### config.mk
export PLATFORM = sky130hd
export DESIGN_NAME = spi_reg_bridge_flat
export DESIGN_NICKNAME = d
export VERILOG_FILES = /design/src/rtl/spi_reg_bridge_pkg.sv /design/src/rtl/spi_reg_bridge_if.sv /design/src/rtl/spi_reg_bridge_timer.sv /design/src/rtl/spi_reg_bridge.sv /design/src/flat_wrapper.sv
export SDC_FILE = /design/constraint.sdc
export NUM_CORES = 1
export LEC_CHECK = 0
export CAP_MARGIN = 10
export CORE_MARGIN = 8
export CORE_UTILIZATION = 43
export DETAILED_ROUTE_END_ITERATION = 10
export PLACE_DENSITY = 0.79
export SETUP_SLACK_MARGIN = 0.05
export SYNTH_ARGS = -nofsm -noshare
export SYNTH_HDL_FRONTEND = slang
export SYNTH_SLANG_ARGS = --single-unit
### constraint.sdc
create_clock -name clk -period 2.4 [get_ports clk]
set_input_delay 0.36 -clock clk [delete_from_list [all_inputs] [get_ports clk]]
set_output_delay 0.36 -clock clk [all_outputs]
set_load 0.01 [all_outputs]
### src/rtl/spi_reg_bridge_pkg.sv
// Shared definitions for the SPI-to-register bridge: FSM states, command
// frame field positions, R/W encodings and the read-timeout fill word.
package spi_reg_bridge_pkg;

  typedef enum logic [1:0] {
    StIdle      = 2'd0,
    StWaitWdata = 2'd1,
    StWaitRdata = 2'd2
  } state_e;

  localparam int unsigned FrameW     = 16;
  localparam int unsigned AddrW      = 7;

  // Command frame layout: [15] R/W, [14:8] address, [7:1] reserved, [0] parity
  localparam int unsigned CmdRwBit   = 15;
  localparam int unsigned CmdAddrMsb = 14;
  localparam int unsigned CmdAddrLsb = 8;
  localparam int unsigned CmdParBit  = 0;

  localparam logic CmdRead  = 1'b1;
  localparam logic CmdWrite = 1'b0;

  // Returned to the master when the register file never answers a read
  localparam logic [FrameW-1:0] TimeoutData = 16'hDEAD;

  function automatic logic [AddrW-1:0] cmd_addr(input logic [FrameW-1:0] frame);
    return frame[CmdAddrMsb:CmdAddrLsb];
  endfunction

endpackage

### src/rtl/spi_reg_bridge_if.sv
// Bus bundle between the SPI frame engine / register file and the bridge.
// slave: the bridge itself; master: the surrounding SPI core and register file.
interface spi_reg_bridge_if #(
  parameter int unsigned ERR_CNT_W = 8
);
  // SPI frame side
  logic                 rx_data_ready;
  logic [15:0]          rx_data;
  logic                 spi_clk_error;
  logic                 tx_data_ready;
  logic [15:0]          tx_data;
  // Register file side
  logic [6:0]           reg_addr;
  logic                 reg_wr_en;
  logic [15:0]          reg_wdata;
  logic                 reg_rd_en;
  logic [15:0]          reg_rdata;
  logic                 reg_rd_valid;
  // Status
  logic                 cmd_error;
  logic [ERR_CNT_W-1:0] err_cnt;

  modport slave (
    input  rx_data_ready, rx_data, spi_clk_error, reg_rdata, reg_rd_valid,
    output tx_data_ready, tx_data, reg_addr, reg_wr_en, reg_wdata, reg_rd_en,
           cmd_error, err_cnt
  );

  modport master (
    output rx_data_ready, rx_data, spi_clk_error, reg_rdata, reg_rd_valid,
    input  tx_data_ready, tx_data, reg_addr, reg_wr_en, reg_wdata, reg_rd_en,
           cmd_error, err_cnt
  );

endinterface

### src/rtl/spi_reg_bridge_timer.sv
// Read-timeout down-counter. load_i arms it; while count_i is high it counts
// down, and expire_o is high during the Cycles-th counting cycle after load.
module spi_reg_bridge_timer #(
  parameter int unsigned Cycles = 16
) (
  input  logic clk,
  input  logic rst_n,
  input  logic load_i,
  input  logic count_i,
  output logic expire_o
);

  localparam int unsigned    CntW    = (Cycles > 1) ? $clog2(Cycles) : 1;
  localparam logic [CntW-1:0] LoadVal = CntW'(Cycles - 1);

  logic [CntW-1:0] cnt_q, cnt_d;

  // Next count: reload on arm, otherwise step down and stick at zero
  always_comb begin
    cnt_d = cnt_q;
    if (load_i) begin
      cnt_d = LoadVal;
    end else if (count_i && (cnt_q != '0)) begin
      cnt_d = cnt_q - 1'b1;
    end
  end

  // Counter register
  always_ff @(posedge clk or negedge rst_n) begin
    if (!rst_n) begin
      cnt_q <= '0;
    end else begin
      cnt_q <= cnt_d;
    end
  end

  // Expiry is a single-cycle strobe on the last counting cycle
  always_comb begin
    expire_o = count_i && !load_i && (cnt_q == '0);
  end

endmodule

### src/rtl/spi_reg_bridge.sv
// SPI command-frame to register-bus bridge.
// Build option: define SPI_REG_BRIDGE_PARITY_EN to require even parity over
// every command frame; failing frames are dropped and flagged on cmd_error.
// spi_clk_error only aborts the transaction; it is not counted as cmd_error.
// A read timeout also pulses tx_data_ready so the master shifts out 16'hDEAD.
module spi_reg_bridge
  import spi_reg_bridge_pkg::*;
#(
  parameter int unsigned RD_TIMEOUT = 16,
  parameter int unsigned ERR_CNT_W  = 8
) (
  input  logic            clk,
  input  logic            rst_n,
  spi_reg_bridge_if.slave bus_io
);

  state_e               state_q;
  logic                 tx_data_ready_q;
  logic [15:0]          tx_data_q;
  logic [AddrW-1:0]     reg_addr_q;
  logic                 reg_wr_en_q;
  logic [15:0]          reg_wdata_q;
  logic                 reg_rd_en_q;
  logic                 cmd_error_q;
  logic [ERR_CNT_W-1:0] err_cnt_q;

  logic rx_fire;
  logic parity_ok;
  logic rd_cmd_go;
  logic in_rdata;
  logic rd_expire;
  logic err_event;

`ifdef SPI_REG_BRIDGE_PARITY_EN
  // Even parity: XOR of all sixteen bits must be zero
  always_comb begin
    parity_ok = ~(^bus_io.rx_data);
  end
`else
  always_comb begin
    parity_ok = 1'b1;
  end
`endif

  // Frame qualification and error detection; clock errors win over frames
  always_comb begin
    rx_fire   = bus_io.rx_data_ready && !bus_io.spi_clk_error;
    in_rdata  = (state_q == StWaitRdata);
    rd_cmd_go = (state_q == StIdle) && rx_fire && parity_ok &&
                (bus_io.rx_data[CmdRwBit] == CmdRead);
    err_event = !bus_io.spi_clk_error &&
                (((state_q == StIdle) && bus_io.rx_data_ready && !parity_ok) ||
                 (in_rdata && bus_io.rx_data_ready) ||
                 (in_rdata && rd_expire && !bus_io.reg_rd_valid));
  end

  spi_reg_bridge_timer #(
    .Cycles (RD_TIMEOUT)
  ) u_timer (
    .clk      (clk),
    .rst_n    (rst_n),
    .load_i   (rd_cmd_go),
    .count_i  (in_rdata),
    .expire_o (rd_expire)
  );

  // Main FSM with all outputs registered; strobes default low every cycle
  always_ff @(posedge clk or negedge rst_n) begin
    if (!rst_n) begin
      state_q         <= StIdle;
      tx_data_ready_q <= 1'b0;
      tx_data_q       <= '0;
      reg_addr_q      <= '0;
      reg_wr_en_q     <= 1'b0;
      reg_wdata_q     <= '0;
      reg_rd_en_q     <= 1'b0;
      cmd_error_q     <= 1'b0;
      err_cnt_q       <= '0;
    end else begin
      tx_data_ready_q <= 1'b0;
      reg_wr_en_q     <= 1'b0;
      reg_rd_en_q     <= 1'b0;
      cmd_error_q     <= err_event;
      if (err_event && (err_cnt_q != {ERR_CNT_W{1'b1}})) begin
        err_cnt_q <= err_cnt_q + 1'b1;
      end

      case (state_q)
        StIdle: begin
          if (rx_fire && parity_ok) begin
            reg_addr_q <= cmd_addr(bus_io.rx_data);
            if (bus_io.rx_data[CmdRwBit] == CmdRead) begin
              reg_rd_en_q <= 1'b1;
              state_q     <= StWaitRdata;
            end else begin
              state_q     <= StWaitWdata;
            end
          end
        end
        StWaitWdata: begin
          if (bus_io.spi_clk_error) begin
            state_q <= StIdle;
          end else if (bus_io.rx_data_ready) begin
            reg_wdata_q <= bus_io.rx_data;
            reg_wr_en_q <= 1'b1;
            state_q     <= StIdle;
          end
        end
        StWaitRdata: begin
          // Frames arriving here are dropped; only the error path sees them
          if (bus_io.spi_clk_error) begin
            state_q <= StIdle;
          end else if (bus_io.reg_rd_valid) begin
            tx_data_q       <= bus_io.reg_rdata;
            tx_data_ready_q <= 1'b1;
            state_q         <= StIdle;
          end else if (rd_expire) begin
            tx_data_q       <= TimeoutData;
            tx_data_ready_q <= 1'b1;
            state_q         <= StIdle;
          end
        end
        default: state_q <= StIdle;
      endcase
    end
  end

  assign bus_io.tx_data_ready = tx_data_ready_q;
  assign bus_io.tx_data       = tx_data_q;
  assign bus_io.reg_addr      = reg_addr_q;
  assign bus_io.reg_wr_en     = reg_wr_en_q;
  assign bus_io.reg_wdata     = reg_wdata_q;
  assign bus_io.reg_rd_en     = reg_rd_en_q;
  assign bus_io.cmd_error     = cmd_error_q;
  assign bus_io.err_cnt       = err_cnt_q;

endmodule

### src/flat_wrapper.sv
// flat-port wrapper written by rule: the top's interface ports become plain ports
module spi_reg_bridge_flat import spi_reg_bridge_pkg::*;
#(
  parameter int unsigned RD_TIMEOUT = 16,
  parameter int unsigned ERR_CNT_W  = 8
)
  (clk, rst_n, bus_io_rx_data_ready, bus_io_rx_data, bus_io_spi_clk_error, bus_io_reg_rdata, bus_io_reg_rd_valid, bus_io_tx_data_ready, bus_io_tx_data, bus_io_reg_addr, bus_io_reg_wr_en, bus_io_reg_wdata, bus_io_reg_rd_en, bus_io_cmd_error, bus_io_err_cnt);
  spi_reg_bridge_if #(.ERR_CNT_W(ERR_CNT_W)) bus_io_i ();
  input  logic clk;
  input  logic rst_n;
  input wire logic [$bits(bus_io_i.rx_data_ready)-1:0] bus_io_rx_data_ready;
  input wire logic [$bits(bus_io_i.rx_data)-1:0] bus_io_rx_data;
  input wire logic [$bits(bus_io_i.spi_clk_error)-1:0] bus_io_spi_clk_error;
  input wire logic [$bits(bus_io_i.reg_rdata)-1:0] bus_io_reg_rdata;
  input wire logic [$bits(bus_io_i.reg_rd_valid)-1:0] bus_io_reg_rd_valid;
  output wire logic [$bits(bus_io_i.tx_data_ready)-1:0] bus_io_tx_data_ready;
  output wire logic [$bits(bus_io_i.tx_data)-1:0] bus_io_tx_data;
  output wire logic [$bits(bus_io_i.reg_addr)-1:0] bus_io_reg_addr;
  output wire logic [$bits(bus_io_i.reg_wr_en)-1:0] bus_io_reg_wr_en;
  output wire logic [$bits(bus_io_i.reg_wdata)-1:0] bus_io_reg_wdata;
  output wire logic [$bits(bus_io_i.reg_rd_en)-1:0] bus_io_reg_rd_en;
  output wire logic [$bits(bus_io_i.cmd_error)-1:0] bus_io_cmd_error;
  output wire logic [$bits(bus_io_i.err_cnt)-1:0] bus_io_err_cnt;
  assign bus_io_i.rx_data_ready = bus_io_rx_data_ready;
  assign bus_io_i.rx_data = bus_io_rx_data;
  assign bus_io_i.spi_clk_error = bus_io_spi_clk_error;
  assign bus_io_i.reg_rdata = bus_io_reg_rdata;
  assign bus_io_i.reg_rd_valid = bus_io_reg_rd_valid;
  assign bus_io_tx_data_ready = bus_io_i.tx_data_ready;
  assign bus_io_tx_data = bus_io_i.tx_data;
  assign bus_io_reg_addr = bus_io_i.reg_addr;
  assign bus_io_reg_wr_en = bus_io_i.reg_wr_en;
  assign bus_io_reg_wdata = bus_io_i.reg_wdata;
  assign bus_io_reg_rd_en = bus_io_i.reg_rd_en;
  assign bus_io_cmd_error = bus_io_i.cmd_error;
  assign bus_io_err_cnt = bus_io_i.err_cnt;
  spi_reg_bridge #(.RD_TIMEOUT(RD_TIMEOUT), .ERR_CNT_W(ERR_CNT_W)) u_core (.clk(clk), .rst_n(rst_n), .bus_io(bus_io_i));
endmodule
==> Word-level counts from Yosys, hierarchy flattened <==
Cells that the tools add are included.
{ "word_totals": {"register_bits": 57, "latchBits": 0, "ramBits": 0, "romBits": 0, "out_inout_bits": 51, "wordCells": 65, "n_memories": 0} }
{ "classes": {"n_addsub": 2, "mul": 0, "div": 0, "magnitude_cmp": 0, "eq_ne": 6, "shifts": 0, "muxes": 22, "n_bitwise": 1, "reduce_logical": 24} }
{ "op_table": {"columns": ["op", "count"], "rows": [
  ["2-to-1 mux 16 bit", 2],
  ["2-to-1 mux 2 bit", 7],
  ["logical AND 1 bit", 11],
  ["2-to-1 mux 1 bit", 10],
  ["AND reduction 3 bit", 3],
  ["adder 8 x 1 -> 8 bit (second input constant)", 1],
  ["2-to-1 mux 4 bit", 2],
  ["inequality test 8 bit (second input constant)", 1],
  ["one-hot mux 2 bit (3 select lines)", 1],
  ["logical NOT 4 bit", 1],
  ["inequality test 4 x 3 -> 1 bit (second input constant)", 1],
  ["nonzero test 2 bit", 2],
  ["nonzero test 4 bit", 1],
  ["subtractor 4 x 1 -> 4 bit (second input constant)", 1],
  ["logical NOT 1 bit", 3],
  ["inequality test 3 bit (second input constant)", 1],
  ["== test 2 x 1 -> 1 bit (second input constant)", 1],
  ["== test 2 bit (second input constant)", 1],
  ["logical NOT 2 bit", 1],
  ["inequality test 2 x 1 -> 1 bit (second input constant)", 1],
  ["AND reduction 2 bit", 1],
  ["logical OR 1 bit", 1],
  ["NOT 1 bit", 1]
]} }

==> Longest topological paths before layout <==
Gate-level depths: netlist (run 1).
{ "logic_depth": {"depth_word": 12, "ltp_mapped": 7, "mapped_depth_nobuf": 7} }

==> Cells and area by module <==
From an unflattened synthesis (run 1), not the netlist that was laid out.
{ "hier_totals": {"cells_unflattened": 168, "hier_area_um2": 2334.7} }
{ "by_module_without_submodules": {"columns": ["module", "n_inst", "cells_each", "area_per_inst_um2", "seq_area_each_um2"], "rows": [
  ["spi_reg_bridge", 1, 146, 2110.8, 1326.3],
  ["spi_reg_bridge_timer", 1, 22, 224.0, 100.1]
]} }

==> Worst setup path before layout (run 1) <==
Ideal clock, no wire load.
{ "synth_timing": {"path_type": "register to register", "startpoint": "reg u_core.u_timer.cnt_q[0]", "endpoint": "reg u_core.err_cnt_q[1] (netlist: u_core.bus_io.err_cnt[1])", "setup_ns": 0.125, "arrival_ns": 1.553, "path_slack_ns": 0.723, "path_stages_with_launch": 7, "path_cell_list": "dfrtp_1 > inv_1 > ha_1 > nor4b_1 > o21ai_2 > nor2_4 > mux2_2"} }
{ "synth_via": {"elab_chain_len": 7} }
{ "synth_lines": {"columns": ["element", "line", "text"], "rows": [
  ["start: declaration", "spi_reg_bridge_timer.sv:16", "logic [CntW-1:0] cnt_q, cnt_d;"],
  ["start signal: assignment", "spi_reg_bridge_timer.sv:33", "cnt_q <= cnt_d;"],
  ["logical NOT 4 bit", "spi_reg_bridge_timer.sv:39", "expire_o = count_i && !load_i && (cnt_q == '0);"],
  ["logical AND 1 bit", "spi_reg_bridge_timer.sv:39", null],
  ["logical AND 1 bit (2 in series)", "spi_reg_bridge.sv:54", "(in_rdata && rd_expire && !bus_io.reg_rd_valid));"],
  ["logical OR 1 bit", "spi_reg_bridge.sv:53", "(in_rdata && bus_io.rx_data_ready) ||"],
  ["logical AND 1 bit", "spi_reg_bridge.sv:51", "err_event = !bus_io.spi_clk_error &&"],
  ["logical AND 1 bit", "spi_reg_bridge.sv:84", "if (err_event && (err_cnt_q != {ERR_CNT_W{1'b1}})) begin"],
  ["end signal: assignment", "spi_reg_bridge.sv:85", "err_cnt_q <= err_cnt_q + 1'b1;"],
  ["end: declaration", "spi_reg_bridge.sv:25", "logic [ERR_CNT_W-1:0] err_cnt_q;"]
]} }
No other way between the ends.
A chain may end at the register's enable or synchronous reset.

==> Final worst setup path (run 1) <==
{ "layout_timing": {"startpoint": "reg u_core.u_timer.cnt_q[0]", "endpoint": "reg u_core.tx_data_q[3] (netlist: u_core.bus_io.tx_data[3])"} }
{ "layout_via": {"elab_chain_len": 4} }
{ "layout_lines": {"columns": ["element", "line", "text"], "rows": [
  ["logical NOT 4 bit", "spi_reg_bridge_timer.sv:39", null],
  ["logical AND 1 bit", "spi_reg_bridge_timer.sv:39", null],
  ["nonzero test 2 bit (no source line)", null, null],
  ["AND reduction 3 bit (no source line)", null, null],
  ["end signal: assignment", "spi_reg_bridge.sv:114", "tx_data_q <= bus_io.reg_rdata;"],
  ["end signal: assignment", "spi_reg_bridge.sv:118", "tx_data_q <= TimeoutData;"],
  ["end: declaration", "spi_reg_bridge.sv:19", "logic [15:0] tx_data_q;"]
]} }
No other way between the ends.

==> tab_implementation.tex, run 1 <==
\begin{tabular}{lr}
\hline
Metric & Value \\
\hline
\multicolumn{2}{l}{\textbf{Cells and area}} \\
\quad Fin nets & 297 \\
\quad Total inserted antenna cells & 0 \\
\quad Final cell count without fillers & 330 \\
\quad Synthesis-to-layout area growth & 49.29\% \\
\quad Fraction of final layout cells sized beyond drive strength 1 & 0.1923 \\
\multicolumn{2}{l}{\textbf{Global routing}} \\
\quad Total gr overflow & 0 \\
\quad Global-route met2 utilization & 0.2204 \\
\quad Via count of the first global-routing pass & 1,769 \\
\quad GRT met1 Usage & 0.1685 \\
\quad Antenna violations before repair & 0 \\
\quad All-layer global routing usage & 0.1453 \\
\quad GRT Max-Usage Layer & met2 \\
\quad Maximum number of pins on one net before global-route repair & 27 \\
\quad Met3 usage & 0.06685 \\
\quad Wire length of the first global-routing pass & 8.625 mm \\
\multicolumn{2}{l}{\textbf{Detailed routing}} \\
\quad Number of nets with antenna violations after detailed routing & 0 \\
\quad Final wirelength & 5.311 mm \\
\quad Router iterations before antenna repair & 4 \\
\quad Wire length per cell after detailed routing & 16.09 um \\
\quad Via density per instance & 4.985 \\
\quad \# DRC & 0 \\
\quad Routed vias & 1,645 \\
\quad Number of design-rule violations left by the first detailed-router iteration & 57 \\
\multicolumn{2}{l}{\textbf{Timing}} \\
\quad Final cycle utilization of the critical path & 0.7779 \\
\quad RSZ-0062 raised after global routing & false \\
\quad Worst slew slack as a fraction of its limit & 0.6194 \\
\quad Final critical path time including I/O delays and setup & 1.867 ns \\
\quad Setup TNS & 0 ns \\
\quad Final hold vios & 0 \\
\quad Pin slew with the least headroom to its limit & 0.5709 ns \\
\quad Achievable clock frequency & 0.5356 GHz \\
\quad Min setup slack post-route & 0.5329 ns \\
\quad Number of max-slew violations in the final report & 0 \\
\quad Final setup viols & 0 \\
\quad Clock tree skew after final layout & 0.004139 ns \\
\multicolumn{2}{l}{\textbf{Logic synthesis}} \\
\quad Synth area leaders & dfrtp\_1 (63\%), mux2\_2 (12\%), o22a\_1 (4.2\%) \\
\quad Avg Cell Area, Syn & 14.23 um\^{}2 \\
\quad Count of mapped cells out of synthesis & 160 \\
\quad Sequential fraction of the synthesis area & 0.6264 \\
\quad Most numerous cell in the Yosys netlist & dfrtp\_1 \\
\quad Cell type contributing the most total cell area after synthesis & dfrtp\_1 \\
\quad Synth Warn \# & 0 \\
\quad Commonest cells in the netlist & dfrtp\_1 (57), mux2\_2 (24), o22a\_1 (11), nand2\_1 (10), a22o\_1 (5) \\
\quad Proportion of register bits with asynchronous set or reset after synthesis & 1.000 \\
\quad Synth top area share & 0.6264 \\
\quad Netlist area before placement & 2277 um\^{}2 \\
\quad Post-synthesis sequential element count & 57 \\
\quad Post-synth EDFFs & 0 \\
\quad Distinct cell type count after synthesis & 36 \\
\quad Total nets after synthesis & 199 \\
\quad Prevailing post-synth register cell & dfrtp\_1 \\
\multicolumn{2}{l}{\textbf{Power}} \\
\quad Peak VDD IR & 0.5153 mV \\
\quad Leakage power & 1.484 nW \\
\quad Total power density per cell area & 912.1 nW/um\^{}2 \\
\multicolumn{2}{l}{\textbf{Critical path}} \\
\quad Required time reported for the critical path endpoint & 2.61 ns \\
\quad Cell Chain, Critical Path & inv\_1 > ha\_1 > nor3b\_1 > o21ai\_1 > inv\_1 > o22a\_1 \\
\quad Slack of the worst reg-to-reg path & 0.53 ns \\
\quad Arrival time of data at the critical path endpoint & 2.07 ns \\
\quad Highest-delay cell along the critical path & o21ai\_1 \\
\quad Worst reg-to-reg path cell count & 6 \\
\quad Kind of start point of the critical path & flip-flop \\
\quad Start-to-end type of the worst setup path & flip-flop to flip-flop \\
\quad Most used cell along the critical path & inv\_1 \\
\quad Category of the worst setup path capture point & flip-flop \\
\quad Number of buffers and inverters on the critical path & 2 \\
\quad Largest stage delay on the critical path & 0.36 ns \\
\quad Crit Reg-Reg Startpoint & u\_core.u\_timer.cnt\_q[0] \\
\quad Cell family with most CP delay & compound AO/OA/AOI/OAI gates \\
\quad Capturing point of the worst reg2reg path & u\_core.bus\_io.tx\_data[3] \\
\quad Max FO, Critical Path & 12 \\
\multicolumn{2}{l}{\textbf{Flow run}} \\
\quad Number of maximum-capacitance constraint violations & 0 \\
\multicolumn{2}{l}{\textbf{Floorplan}} \\
\quad Initial core utilization & 0.4459 \\
\quad Floorplan core area & 5107 um\^{}2 \\
\quad Num rows & 26 \\
\quad Num ports & 88 \\
\quad DIE HEIGHT & 88.77 um \\
\quad Die Outline Area & 7880 um\^{}2 \\
\quad Die extent in x & 88.77 um \\
\multicolumn{2}{l}{\textbf{Clocking}} \\
\quad Skew-Pair Late Insertion Delay & 0.32 ns \\
\quad CTS hold repair buffers & 0 \\
\quad Clock H-tree levels & 3 \\
\quad \# Post-CTS Setup Buffers & 0 \\
\quad Cts bufs inserted & 9 \\
\quad Sinks on the clock net & 57 \\
\quad Clock tree from TritonCTS & built \\
\quad Total of cells resized after clock tree synthesis & 0 \\
\quad Root Buffer & clkbuf\_8 \\
\quad Maximum root-to-sink buffer count & 2 \\
\quad Clock-pin slew of the registers on the worst-case setup and hold paths & 0.06 ns \\
\multicolumn{2}{l}{\textbf{Placement}} \\
\quad Worst slack, placed & 0.3343 ns \\
\quad IO Port Bufs & 87 \\
\quad Gp weighted congestion & 0.7523 \\
\quad Cell Count Post-Placement & 317 \\
\quad Sum of net half-perimeters after detailed placement & 4.017 mm \\
\multicolumn{2}{l}{\textbf{Outcome}} \\
\quad Status & complete, no violations \\
\multicolumn{2}{l}{\textbf{Hold path}} \\
\quad Worst min path class & input pin to asynchronous set/reset pin \\
\hline
\end{tabular}
kinds of logic (layout without fill, tap and decap cells):
kind of cell,after synthesis,after routing,share of synthesized area
multiplexers,26,26,0.1297
AND/OR/NAND/NOR,36,36,0.1061
adder cells (fa/ha/maj),2,2,0.01099
buffers and inverters,9,109,0.02197
XOR/XNOR,5,5,0.01923
flip-flops,57,57,0.6264
AO/OA/AOI/OAI,25,25,0.08571
metal layers:
metal,vias to the layer above,part of all wire
met3,10,0.11
met5,-,0
met2,68,0.44
li1,776,-
met1,791,0.43
met4,0,0.017
sequential cells by signal (all words and copies together), names as in the netlist:
signal	count
u_core.bus_io.reg_rd_en	1
u_core.state_q	2
u_core.bus_io.reg_wdata	16
u_core.bus_io.tx_data	16
u_core.bus_io.reg_addr	7
u_core.bus_io.cmd_error	1
u_core.u_timer.cnt_q	4
u_core.bus_io.tx_data_ready	1
u_core.bus_io.err_cnt	8
u_core.bus_io.reg_wr_en	1
cell type report:
class / count / area (um^2)
Inverter: 5 / 20.02
Multi-Input combinational cell: 94 / 800.8
Tap cell: 70 / 87.58
Fill cell: 414 / 1708
Clock buffer: 13 / 168.9
Sequential cell: 57 / 1426
Timing Repair Buffer: 91 / 895.9
cell usage in the layout (no fill, tap or decap), types with 2 or more instances in the layout:
cell type,instances
a21oi_1,3
dfrtp_1,57
and3_1,4
ha_1,2
nor2_1,2
nor3_1,4
a31oi_1,3
xor2_1,4
inv_1,4
nand2_1,10
buf_4,4
a22o_1,5
clkdlybuf4s50_1,86
mux2_2,24
clkbuf_8,12
o22a_1,11
nand3_1,4
worst register-to-register path: stages, from the launching register on:
cell	delay (ns)
dfrtp_1	0.35
inv_1	0.07
ha_1	0.24
nor3b_1	0.16
o21ai_1	0.36
inv_1	0.30
o22a_1	0.27
where the power goes:
group          total [mW]  leakage, nW  internal (mW)  switching, mW
Clock               0.777       0.0875          0.442          0.335
Sequential           1.35        0.700           1.21          0.141
Combinational       0.976        0.696          0.627          0.350
Total                3.10         1.48           2.28          0.826
through the flow:
step / hold WS [ns] / total power [mW] / util / cell area, um^2
after floorplan: 0.06441 / 1.744 / - / 2277
after global placement: 0.3920 / 2.328 / 0.6325 / 3231
after detailed placement: 0.3993 / 2.362 / 0.6325 / 3231
after CTS: 0.04700 / 3.147 / 0.6656 / 3400
after global routing: 0.06605 / 3.286 / 0.6656 / 3400
final: 0.02864 / 3.101 / 0.6656 / 3400
worst max path at each step:
| stage | start | to | slack [ns] | depth (start not counted) |
|---|---|---|---|---|
| 6_report | u_core.u_timer.cnt_q[0] | u_core.bus_io.tx_data[3] | 0.53 | 6 |
| 2_1_floorplan | u_core.u_timer.cnt_q[0] | u_core.bus_io.err_cnt[1] | 0.72 | 6 |
| 3_5_place_dp | bus_io_reg_rd_valid | u_core.bus_io.err_cnt[1] | 0.33 | 5 |
| 3_3_place_gp | bus_io_reg_rd_valid | u_core.bus_io.err_cnt[1] | 0.35 | 5 |
| 5_1_grt | u_core.u_timer.cnt_q[0] | u_core.bus_io.tx_data[0] | 0.37 | 6 |
| 4_1_cts | u_core.u_timer.cnt_q[0] | u_core.bus_io.tx_data[2] | 0.52 | 6 |
No activity file was read; power rests on OpenSTA's default activity.
==> run 2: changes to the inputs <==
Settings changed: CORE_UTILIZATION 43 to 39, PLACE_DENSITY 0.79 to 0.75.
Clock period 2.4 ns to 1.7 ns, I/O delays scaled along.
==> tab_implementation.tex, run 2 (same netlist as run 1, synthesis figures left out) <==
\begin{tabular}{lr}
\hline
Metric & Value \\
\hline
\multicolumn{2}{l}{\textbf{Clocking}} \\
\quad Root Buffer & clkbuf\_8 \\
\quad Clock H-tree levels & 3 (unchanged) \\
\quad Clock tree from TritonCTS & built \\
\quad Maximum root-to-sink buffer count & 2 (unchanged) \\
\quad Sinks on the clock net & 57 (unchanged) \\
\quad Clock-pin slew of the registers on the worst-case setup and hold paths & 0.07 ns (about the same) \\
\quad Cts bufs inserted & 9 (unchanged) \\
\quad Skew-Pair Late Insertion Delay & 0.34 ns (+0.02 ns) \\
\multicolumn{2}{l}{\textbf{Timing}} \\
\quad Achievable clock frequency & 0.6168 GHz \\
\quad Number of max-slew violations in the final report & 0 (unchanged) \\
\quad RSZ-0062 raised after global routing & true \\
\quad Final cycle utilization of the critical path & 0.9537 \\
\quad Clock tree skew after final layout & 0.007922 ns (+0.003784 ns) \\
\quad Final setup viols & 0 (unchanged) \\
\quad Worst slew slack as a fraction of its limit & 0.7974 (+0.1780) \\
\quad Final critical path time including I/O delays and setup & 1.621 ns \\
\quad Pin slew with the least headroom to its limit & 0.3039 ns (-0.2670 ns) \\
\quad Setup TNS & 0 ns (unchanged) \\
\quad Min setup slack post-route & 0.07867 ns (-0.4543 ns) \\
\quad Final hold vios & 0 (unchanged) \\
\multicolumn{2}{l}{\textbf{Global routing}} \\
\quad All-layer global routing usage & 0.1408 (-0.004496) \\
\quad Antenna violations before repair & 0 (unchanged) \\
\quad Via count of the first global-routing pass & 1,891 (+6.9\%) \\
\quad Wire length of the first global-routing pass & 9.315 mm (+8.0\%) \\
\quad Maximum number of pins on one net before global-route repair & 58 (+110\%) \\
\quad Total gr overflow & 0 (unchanged) \\
\multicolumn{2}{l}{\textbf{Hold path}} \\
\quad Worst min path class & input pin to asynchronous set/reset pin \\
\multicolumn{2}{l}{\textbf{Floorplan}} \\
\quad DIE HEIGHT & 92.41 um (+4.1\%) \\
\quad Die Outline Area & 8540 um\^{}2 (+8.4\%) \\
\quad Die extent in x & 92.41 um (+4.1\%) \\
\quad Num ports & 88 (unchanged) \\
\quad Initial core utilization & 0.3939 (-0.05192) \\
\quad Num rows & 28 (+7.7\%) \\
\quad Floorplan core area & 5781 um\^{}2 (+13\%) \\
\multicolumn{2}{l}{\textbf{Detailed routing}} \\
\quad Wire length per cell after detailed routing & 15.71 um (-2.4\%) \\
\quad Number of design-rule violations left by the first detailed-router iteration & 37 (-35\%) \\
\quad Router iterations before antenna repair & 4 (unchanged) \\
\quad Via density per instance & 4.870 (-2.3\%) \\
\quad Total met3 wirelength after detailed routing & 503 um (-17\%) \\
\quad Final wirelength & 5.562 mm (+4.7\%) \\
\quad Routed vias & 1,724 (+4.8\%) \\
\quad Number of nets with antenna violations after detailed routing & 0 (unchanged) \\
\quad Highest routed layer & met4 \\
\quad Wire length the detailed router placed on met1 & 2.223 mm (-2.8\%) \\
\quad \# DRC & 0 (unchanged) \\
\quad Met2 routed WL & 2.745 mm (+18\%) \\
\multicolumn{2}{l}{\textbf{Critical path}} \\
\quad Slack of the worst reg-to-reg path & 0.11 ns (-0.42 ns) \\
\quad Largest stage delay on the critical path & 0.58 ns (+0.22 ns) \\
\quad Max FO, Critical Path & 4 (-8) \\
\quad Number of buffers and inverters on the critical path & 1 (-1) \\
\quad Cell family with most CP delay & buffers and inverters \\
\quad Cell Chain, Critical Path & clkdlybuf4s50\_1 \\
\quad Category of the worst setup path capture point & primary output \\
\quad Arrival time of data at the critical path endpoint & 1.37 ns (-0.70 ns) \\
\quad Kind of start point of the critical path & flip-flop \\
\quad Start-to-end type of the worst setup path & flip-flop to primary output \\
\quad Required time reported for the critical path endpoint & 1.44 ns (-1.17 ns) \\
\quad Highest-delay cell along the critical path & clkdlybuf4s50\_1 \\
\multicolumn{2}{l}{\textbf{Cells and area}} \\
\quad Fraction of final layout cells sized beyond drive strength 1 & 0.2796 (+0.08726) \\
\quad Total inserted antenna cells & 0 (unchanged) \\
\quad Synthesis-to-layout area growth & 59.89\% \\
\quad Most frequent cells in the layout & clkdlybuf4s50\_1 (86), dfrtp\_1 (56), mux2\_2 (24) \\
\quad Final cell count without fillers & 354 (+7.3\%) \\
\quad Commonest non-fill, non-tap cell in the layout & clkdlybuf4s50\_1 \\
\quad Fin nets & 313 (+5.4\%) \\
\multicolumn{2}{l}{\textbf{Placement}} \\
\quad Worst slack, placed & -0.1140 ns (-0.4482 ns) \\
\quad Gp weighted congestion & 0.7327 (-2.6\%) \\
\quad Cell Count Post-Placement & 331 (+4.4\%) \\
\quad IO Port Bufs & 87 (unchanged) \\
\quad Sum of net half-perimeters after detailed placement & 4.004 mm (-0.32\%) \\
\multicolumn{2}{l}{\textbf{Power}} \\
\quad Total power density per cell area & 1277 nW/um\^{}2 (+40\%) \\
\quad Peak VDD IR & 0.6715 mV (+30\%) \\
\quad Leakage power & 1.594 nW (+7.4\%) \\
\multicolumn{2}{l}{\textbf{Flow run}} \\
\quad Number of maximum-capacitance constraint violations & 0 (unchanged) \\
\multicolumn{2}{l}{\textbf{Outcome}} \\
\quad Status & complete, no violations \\
\hline
\end{tabular}
[run 2: cell count changes in the layout (fill, tap and decap cells not counted), sizes merged]
| cell | before | now |
|---|---|---|
| buf | 5 | 20 |
| bufinv | 0 | 1 |
| clkinvlp | 0 | 1 |
| clkinv | 1 | 5 |
| clkbuf | 13 | 10 |
| dlygate4sd3 | 0 | 1 |
[run 2: cell type report]
cell class	instances	area [um^2]
fill	465	2140
sequential	57	1428
timing repair buffer	107	1044
multi-input combinational	94	860.8
clock buffer	10	137.6
tap	75	93.84
clock inverter	6	57.56
inverter	5	20.02
[run 2: path summary, 6_finish.rpt]
kind | from | endpoint | depth (start not counted)
worst max-delay path | u_core.bus_io.err_cnt[5] | bus_io_err_cnt[5] | 1
worst min-delay path | rst_n | u_core.bus_io.reg_wdata[2] | 3
worst max register to register | u_core.u_timer.cnt_q[0] | u_core.bus_io.err_cnt[5] | 7
worst min register to register | u_core.bus_io.reg_wdata[9] | u_core.bus_io.reg_wdata[9] | 1
max in group asynchronous | rst_n | u_core.bus_io.err_cnt[4] | 3
min in group clk | u_core.bus_io.reg_wdata[9] | u_core.bus_io.reg_wdata[9] | 1
[run 2: stage by stage]
| step | utilization | cell area [um^2] | total power, mW | hold WS (ns) |
|---|---|---|---|---|
| floorplan | - | 2288 | 2.465 | -0.04059 |
| global placement | 0.5779 | 3341 | 3.325 | 0.2838 |
| detailed placement | 0.5779 | 3341 | 3.361 | 0.2836 |
| CTS | 0.6188 | 3577 | 4.703 | 0.4533 |
| global route | 0.6299 | 3641 | 4.907 | 0.4825 |
| finish | 0.6299 | 3641 | 4.651 | 0.4428 |
[run 2: timing repair]
action                                  4_1_cts  5_1_grt
gates resized for setup                       5        6
endpoints found under the hold margin        57        0
gates cloned                                  0        0
hold buffers                                  1        0
endpoints found under the setup margin       18       19
pin swaps                                     3        4
buffers inserted                              2        4
[run 2: routing by layer]
metal	track usage	up-vias
li1	-	811
met1	0.1529	847
met3	0.08252	11
met4	0.05235	0
met5	0	-
met2	0.2229	55
[run 2: power by group]
group	switching [mW]	total, mW	leakage (nW)	internal, mW
combinational	0.524	1.49	0.794	0.963
clock	0.541	1.25	0.102	0.705
sequential	0.217	1.92	0.698	1.70
total	1.28	4.65	1.59	3.37
==> run 3: changes to the inputs <==
Settings changed: CORE_ASPECT_RATIO set to 2.
==> tab_implementation.tex, run 3 (same netlist as run 1, synthesis figures left out) <==
\begin{tabular}{lr}
\hline
Metric & Value \\
\hline
\multicolumn{2}{l}{\textbf{Critical path}} \\
\quad Kind of start point of the critical path & flip-flop \\
\quad Start-to-end type of the worst setup path & flip-flop to primary output \\
\quad Category of the worst setup path capture point & primary output \\
\quad Required time reported for the critical path endpoint & 1.44 ns (about the same) \\
\quad Cell family with most CP delay & buffers and inverters \\
\quad Highest-delay cell along the critical path & clkdlybuf4s50\_1 \\
\quad Crit Reg-Reg Startpoint & u\_core.bus\_io.err\_cnt[0] \\
\quad Critical path launch point & u\_core.bus\_io.err\_cnt[3] \\
\quad Largest stage delay on the critical path & 0.60 ns (+0.02 ns) \\
\quad Number of buffers and inverters on the critical path & 1 (unchanged) \\
\quad Arrival time of data at the critical path endpoint & 1.34 ns (-0.03 ns) \\
\quad Max FO, Critical Path & 6 (+2) \\
\quad Cell Chain, Critical Path & clkdlybuf4s50\_1 \\
\multicolumn{2}{l}{\textbf{Clocking}} \\
\quad Clock-pin slew of the registers on the worst-case setup and hold paths & 0.05 ns (-0.02 ns) \\
\quad Cts bufs inserted & 9 (unchanged) \\
\quad Clock tree from TritonCTS & built \\
\quad Maximum root-to-sink buffer count & 2 (unchanged) \\
\quad Sinks on the clock net & 57 (unchanged) \\
\quad Skew-Pair Late Insertion Delay & 0.32 ns (-0.02 ns) \\
\quad Clock H-tree levels & 3 (unchanged) \\
\quad Root Buffer & clkbuf\_16 \\
\multicolumn{2}{l}{\textbf{Cells and area}} \\
\quad Commonest non-fill, non-tap cell in the layout & clkdlybuf4s50\_1 \\
\quad Total inserted antenna cells & 0 (unchanged) \\
\quad Count of filler cells inserted in the layout & 444 (-4.5\%) \\
\quad Synthesis-to-layout area growth & 60.55\% \\
\quad Fin nets & 306 (-2.2\%) \\
\quad Fraction of final layout cells sized beyond drive strength 1 & 0.2362 (-0.04341) \\
\quad Post-Route Utilization & 0.6459 (+0.01602) \\
\quad Most frequent cells in the layout & clkdlybuf4s50\_1 (86), dfrtp\_1 (57), mux2\_2 (24) \\
\multicolumn{2}{l}{\textbf{Global routing}} \\
\quad All-layer global routing usage & 0.1404 (-0.0004415) \\
\quad Via count of the first global-routing pass & 1,844 (-2.5\%) \\
\quad Maximum number of pins on one net before global-route repair & 58 (unchanged) \\
\quad Wire length of the first global-routing pass & 9.321 mm (about the same) \\
\quad Total gr overflow & 0 (unchanged) \\
\quad Antenna violations before repair & 0 (unchanged) \\
\multicolumn{2}{l}{\textbf{Timing}} \\
\quad RSZ-0062 raised after global routing & true \\
\quad Clock tree skew after final layout & 0.003377 ns (-0.004545 ns) \\
\quad Final critical path time including I/O delays and setup & 1.598 ns (-0.02337 ns) \\
\quad Worst slew slack as a fraction of its limit & 0.7983 (+0.0008470) \\
\quad Final setup viols & 0 (unchanged) \\
\quad Final hold vios & 0 (unchanged) \\
\quad Pin slew with the least headroom to its limit & 0.3026 ns (-0.001269 ns) \\
\quad Achievable clock frequency & 0.6258 GHz (+1.5\%) \\
\quad Final cycle utilization of the critical path & 0.9400 (-0.01375) \\
\quad Number of max-slew violations in the final report & 0 (unchanged) \\
\multicolumn{2}{l}{\textbf{Power}} \\
\quad Pwr Total & 4.917 mW (+5.7\%) \\
\quad Net Switching & 1.260 mW (-1.7\%) \\
\quad Gate power share & 0.295 (-0.025) \\
\quad Peak VDD IR & 1.347 mV (+100\%) \\
\quad Part of the total power dissipated in the clock network & 0.314 (+0.046) \\
\quad Sequential group share of total power & 0.392 (-0.020) \\
\quad Design internal power & 3.656 mW (+8.5\%) \\
\quad Leakage power & 1.588 nW (-0.39\%) \\
\quad Total power density per cell area & 1345 nW/um\^{}2 (+5.3\%) \\
\quad Switch share & 0.2564 (-0.01933) \\
\multicolumn{2}{l}{\textbf{Detailed routing}} \\
\quad Router iterations before antenna repair & 4 (unchanged) \\
\quad Number of design-rule violations left by the first detailed-router iteration & 85 (+130\%) \\
\quad Routed vias & 1,700 (-1.4\%) \\
\quad Via density per instance & 5.120 (+5.1\%) \\
\quad Wire length per cell after detailed routing & 17.42 um (+11\%) \\
\quad Number of nets with antenna violations after detailed routing & 0 (unchanged) \\
\quad \# DRC & 0 (unchanged) \\
\quad Final wirelength & 5.785 mm (+4.0\%) \\
\multicolumn{2}{l}{\textbf{Floorplan}} \\
\quad Num rows & 39 (+39\%) \\
\quad DIE HEIGHT & 124.1 um (+34\%) \\
\quad Initial core utilization & 0.4023 (+0.008359) \\
\quad Floorplan core area & 5660 um\^{}2 (-2.1\%) \\
\quad Num ports & 88 (unchanged) \\
\quad Die extent in x & 70.03 um (-24\%) \\
\quad Die Outline Area & 8688 um\^{}2 (+1.7\%) \\
\multicolumn{2}{l}{\textbf{Placement}} \\
\quad IO Port Bufs & 87 (unchanged) \\
\quad Sum of net half-perimeters after detailed placement & 4.164 mm (+4.0\%) \\
\quad Gp weighted congestion & 0.7419 (+1.3\%) \\
\multicolumn{2}{l}{\textbf{Hold path}} \\
\quad Worst min path class & input pin to asynchronous set/reset pin \\
\multicolumn{2}{l}{\textbf{Flow run}} \\
\quad Number of maximum-capacitance constraint violations & 0 (unchanged) \\
\multicolumn{2}{l}{\textbf{Outcome}} \\
\quad Status & complete, no violations \\
\hline
\end{tabular}
[run 3: cell types whose count changed in the layout (fill, tap and decap cells not counted), sizes merged]
cell      delta
clkbuf       +5
buf          -7
clkinvlp     -1
bufinv       -1
clkinv       -4
[run 3: area by class of cell]
| class | count | area [um^2] | area share |
|---|---|---|---|
| repair buffers | 100 | 1028 | 0.2813 |
| clock buffers | 15 | 257.7 | 0.07050 |
| well taps | 61 | 76.32 | 0.02088 |
| multi-input cells | 94 | 847.1 | 0.2317 |
| flip-flops and latches | 57 | 1426 | 0.3901 |
| inverters | 5 | 20.02 | 0.005476 |
[run 3: what timing repair did]
item,CTS,global route
gates resized for setup,3,5
endpoints found under the setup margin,2,16
buffers inserted,1,0
pin swaps,1,1
endpoints found under the hold margin,57,0
hold buffers,1,0
[run 3: worst paths after layout]
| check | endpoint | slack (ns) | cells after the start |
|---|---|---|---|
| setup / recovery | bus_io_err_cnt[3] | 0.10 | 1 |
| hold / removal | u_core.bus_io.tx_data[0] | 0.46 | 3 |
| setup reg to reg | u_core.bus_io.err_cnt[1] | 0.11 | 5 |
| hold reg to reg | u_core.bus_io.tx_data[13] | 0.50 | 1 |
| max in group asynchronous | u_core.bus_io.reg_wdata[9] | 0.99 | 3 |
| min in group clk | u_core.bus_io.tx_data[13] | 0.50 | 1 |
[run 3: per-stage QoR]
step           instances  instance area [um^2]  hold WS [ns]  setup slack, ns   TNS, ns
2_1_floorplan        160                  2288      -0.04059          0.05264         0
3_3_place_gp         315                  3346        0.2778          -0.1145    -1.884
3_5_place_dp         315                  3346        0.2800          -0.1431    -2.071
4_1_cts              332                  3637        0.4674          0.05471         0
5_1_grt              332                  3656        0.4919         -0.01288  -0.01288
6_report             332                  3656        0.4595           0.1020         0
[run 3: power groups by stage]
stage	Sequential, mW	Clock, mW	Combinational [mW]
after floorplan	2.07	0	0.398
after global placement	1.92	0	1.42
after detailed placement	1.94	0	1.44
after CTS	1.92	1.60	1.46
after global routing	1.97	1.68	1.56
final	1.93	1.54	1.45
[run 3: per-layer routing]
layer  global-route usage  wire [um]
met2               0.2407       3246
met1               0.1265       1895
met3              0.05981        351
met4               0.1138        293
met5                    0          0
==> RTL edit 1 (flow settings as in run 3) <==
Re-encode `state_e` (3 states) as one-hot, 3 bits wide.
--- a/src/rtl/spi_reg_bridge_pkg.sv
+++ b/src/rtl/spi_reg_bridge_pkg.sv
@@ -4,6 +4,6 @@
 
-  typedef enum logic [1:0] {
-    StIdle      = 2'd0,
-    StWaitWdata = 2'd1,
-    StWaitRdata = 2'd2
+  typedef enum logic [2:0] {
+    StIdle      = 3'b001,
+    StWaitWdata = 3'b010,
+    StWaitRdata = 3'b100
   } state_e;
Behaviour: same outputs for any inputs over 4 cycles, from zero or initial values and one cycle with rst_n low; so few cycles prove little.
==> RTL edit 1 against run 3 <==
- worst setup slack got worse by 0.013 ns
- area after synthesis grew 2.6%
- non-clock buffer count grew 6
- die area rose by 2.2%
- total power fell by 18%
- cell area increased by 2.7%
- wire length rose by 2.5%
- combinational power decreased by 50%
- sequential cell count grew 1
- largest cell class unchanged
- largest power group is now clock
==> RTL edit 1: results (changes against run 3) <==
| Metric | Value |
|---|---|
| Status | completed |
| Peak supply drop | 0.811 mV (-40%) |
| Synth area leaders | dfrtp_1, mux2_2, o22a_1 |
| Synth Net Count | 211 (+6.0%) |
| Avg Synthesized Cell Area | 13.6 um2 (-4.5%) |
| Initial drt markers | 55 (-35%) |
| Cell count of the worst reg-to-reg path | 7 (+2) |
| Post-synthesis adder-cell area fraction | 1.07% (-0.028 points) |
| Gr usage total | 13.5% (-0.50 points) |
| Inverters, non-clock | 7 (+2) |
| HPWL after detailed placement | 4230 um (+1.5%) |
| FF-to-FF Start | u_core.u_timer.cnt_q[0] |
| Routed WL | 5930 um (+2.5%) |
| Post-CTS setup buffer count | 3 (+2) |
| Crit path capture | u_core.u_timer.cnt_q[3] |
| DP Area | 3360 um2 (+0.41%) |
| Nets | 324 (+5.9%) |
| Flip-flop and latch count | 58 (+1.8%) |
| Fraction of area in registers | 38.7% (-0.34 points) |
| Core outline area | 5910 um2 (+4.3%) |
| ClkCell Share | 7.73% (+0.68 points) |
| Placed insts | 330 (+4.8%) |
| First-pass GRT wire length | 9590 um (+2.9%) |
| Pwr dens | 1080 nW/um2 (-20%) |
| Leakage | 1.68 nW (+5.7%) |
| Synth unique cells | 41 (+14%) |
| Clock Skew | 0.00718 ns (+0.00380 ns) |
| Vias in the first global route | 1970 (+6.8%) |
| Reg2reg setup slack | 0.09 ns (-0.02 ns) |
| Clk_buf instances | 13 (-2) |
| Critical-path maximum fanout | 3 (-3) |
| Average routed wire per standard cell | 16.8 um (-3.3%) |
[RTL edit 1: cell types whose count changed after synthesis, sizes merged, moves of 2 or more]
cell	change
nand3	+2
nand2	+5
a31oi	-2
xnor2	+5
inv	+3
and3	-4
xor2	-3
[RTL edit 1: worst max-delay path, cell delays in order, from the launching register on]
cell and delay, ns:
dfrtp_1 0.38, inv_2 0.09, ha_4 0.14, or3b_4 0.40, buf_4 0.15, nand3_1 0.09, xor2_1 0.16, nand2_1 0.07
[RTL edit 1: metal layers]
metal  vias to the layer above  global-route usage [%]  wire, um
met4                         0                    5.93        87
met5                         -                       0         0
li1                        837                       -         -
met1                       873                    15.9      2610
met2                        91                    20.0      2610
met3                        11                    7.05       621
[RTL edit 1: where the power goes]
group / internal [W] / switching, W
clock: 0.00113 / 0.000559
sequential: 0.00154 / 0.0000930
combinational: 0.000473 / 0.000260
total: 0.00314 / 0.000912
==> RTL edit 2 (config.mk and constraints of run 3) <==
Made on the original files. Add a define of `SPI_REG_BRIDGE_PARITY_EN`.
--- a/src/rtl/spi_reg_bridge.sv
+++ b/src/rtl/spi_reg_bridge.sv
@@ -5,2 +5,4 @@
 // A read timeout also pulses tx_data_ready so the master shifts out 16'hDEAD.
+`define SPI_REG_BRIDGE_PARITY_EN
+
 module spi_reg_bridge
Behaviour: not the same (Yosys sat finds a counterexample within 4 cycles, from zero or initial values and one cycle with rst_n low).
==> RTL edit 2 against run 3 <==
- the flow now finishes with violations (setup timing)
- area after synthesis is 7.5% higher
- total power grew 46%
- clock skew up 0.0013 ns
- cell area grew 11%
- wire length rose by 16%
- worst setup slack worse by 0.17 ns
- worst hold slack worse by 0.25 ns
- sequential cell count is the same
- critical path type is now flip-flop to flip-flop
- critical endpoint is now u_core.bus_io.err_cnt[1]
- largest cell class unchanged
- largest power group is now combinational logic
- highest routed layer unchanged
==> RTL edit 2: results (changes against run 3) <==
| Metric | Value |
|---|---|
| FF-to-FF Start | u_core.u_timer.cnt_q[1] |
| Final setup fails | 7 (+7) |
| Critical-path maximum fanout | 4 (-2) |
| Synth Area in Compound Gates | 9.76% (+1.2 points) |
| Placed insts | 371 (+18%) |
| Post-synthesis xor/xnor area fraction | 8.94% (+7.0 points) |
| Met1 usage | 15.9% (+3.2 points) |
| Met3 WL | 854 um (+140%) |
| Proportion of layout cells with a drive suffix above 1 | 38.1% (+14 points) |
| Worst EP arrival | 1.98 ns (+0.64 ns) |
| Slowest library cell on the worst path | dfrtp_1 |
| Final non-filler cell total | 393 (+18%) |
| HPWL after detailed placement | 4740 um (+14%) |
| First-pass GRT wire length | 11300 um (+21%) |
| Synth area leaders | dfrtp_1, mux2_2, xnor2_1 |
| Nets | 342 (+12%) |
| Leakage | 1.82 nW (+14%) |
| Final Hold Slack | 0.208 ns (-0.251 ns) |
| Gr usage total | 15.7% (+1.7 points) |
| Initial drt markers | 98 (+15%) |
| Switching Fraction | 28.5% (+2.8 points) |
| DP Area | 3620 um2 (+8.1%) |
| Post-Route M1 WL | 2520 um (+33%) |
| Cell count of the worst reg-to-reg path | 7 (+2) |
| Failing checks | setup timing |
| Mapped Cells | 180 (+13%) |
| Slowest stage delay, CP | 0.40 ns (-0.20 ns) |
| Mux cell area share after synthesis | 11.3% (-1.6 points) |
| Final Worst Setup Slack | -0.0656 ns (-0.168 ns) |
| Post-synthesis sequential area ratio | 58.3% (-4.4 points) |
| TNS Setup | -0.278 ns (-0.278 ns) |
| Pre-CTS worst setup slack | -0.661 ns (-0.517 ns) |
| Status | finished, violations left |
| Synth unique cells | 32 (-11%) |
| Synth Net Count | 220 (+11%) |
| Crit-path leading delay family | flip-flops |
| Routability cong. | 0.762 (+2.7%) |
| CP endpoint kind | flip-flop |
| Crit Path Class | flip-flop to flip-flop |
| Vias in the first global route | 2258 (+22%) |
## RTL edit 2: area by class of cell
cell class,count,area (um2)
flip-flops and latches,57,1430
fillers,473,2160
repair buffers,121,1070
clock buffers,10,239
inverters,4,20.0
clock inverters,6,105
multi-input cells,109,1080
well taps,86,108
## RTL edit 2: kinds of logic after synthesis
kind of cell	count (synthesis)
AOI/OAI and AO/OA	28
xor gates and xnor gates	25
adders and majority gates	3
buffers and inverters	14
DFF	57
muxes	24
and+or+nand+nor	29
## RTL edit 2: power groups by stage
stage	Clock, W	Sequential (W)	Combinational [W]
global route	0.00216	0.00237	0.00304
CTS	0.00211	0.00230	0.00286
global placement	0	0.00226	0.00263
floorplan	0	0.00251	0.000894
detailed placement	0	0.00230	0.00268
finish	0.00207	0.00229	0.00283
## RTL edit 2: repair_timing
item                       in CTS  in global routing
pin swaps                      19                  8
resized for setup              79                  3
hold endpoints to repair       57                  0
setup endpoints to repair      38                 27
hold buffers                    1                  0
setup buffers                   4                  1
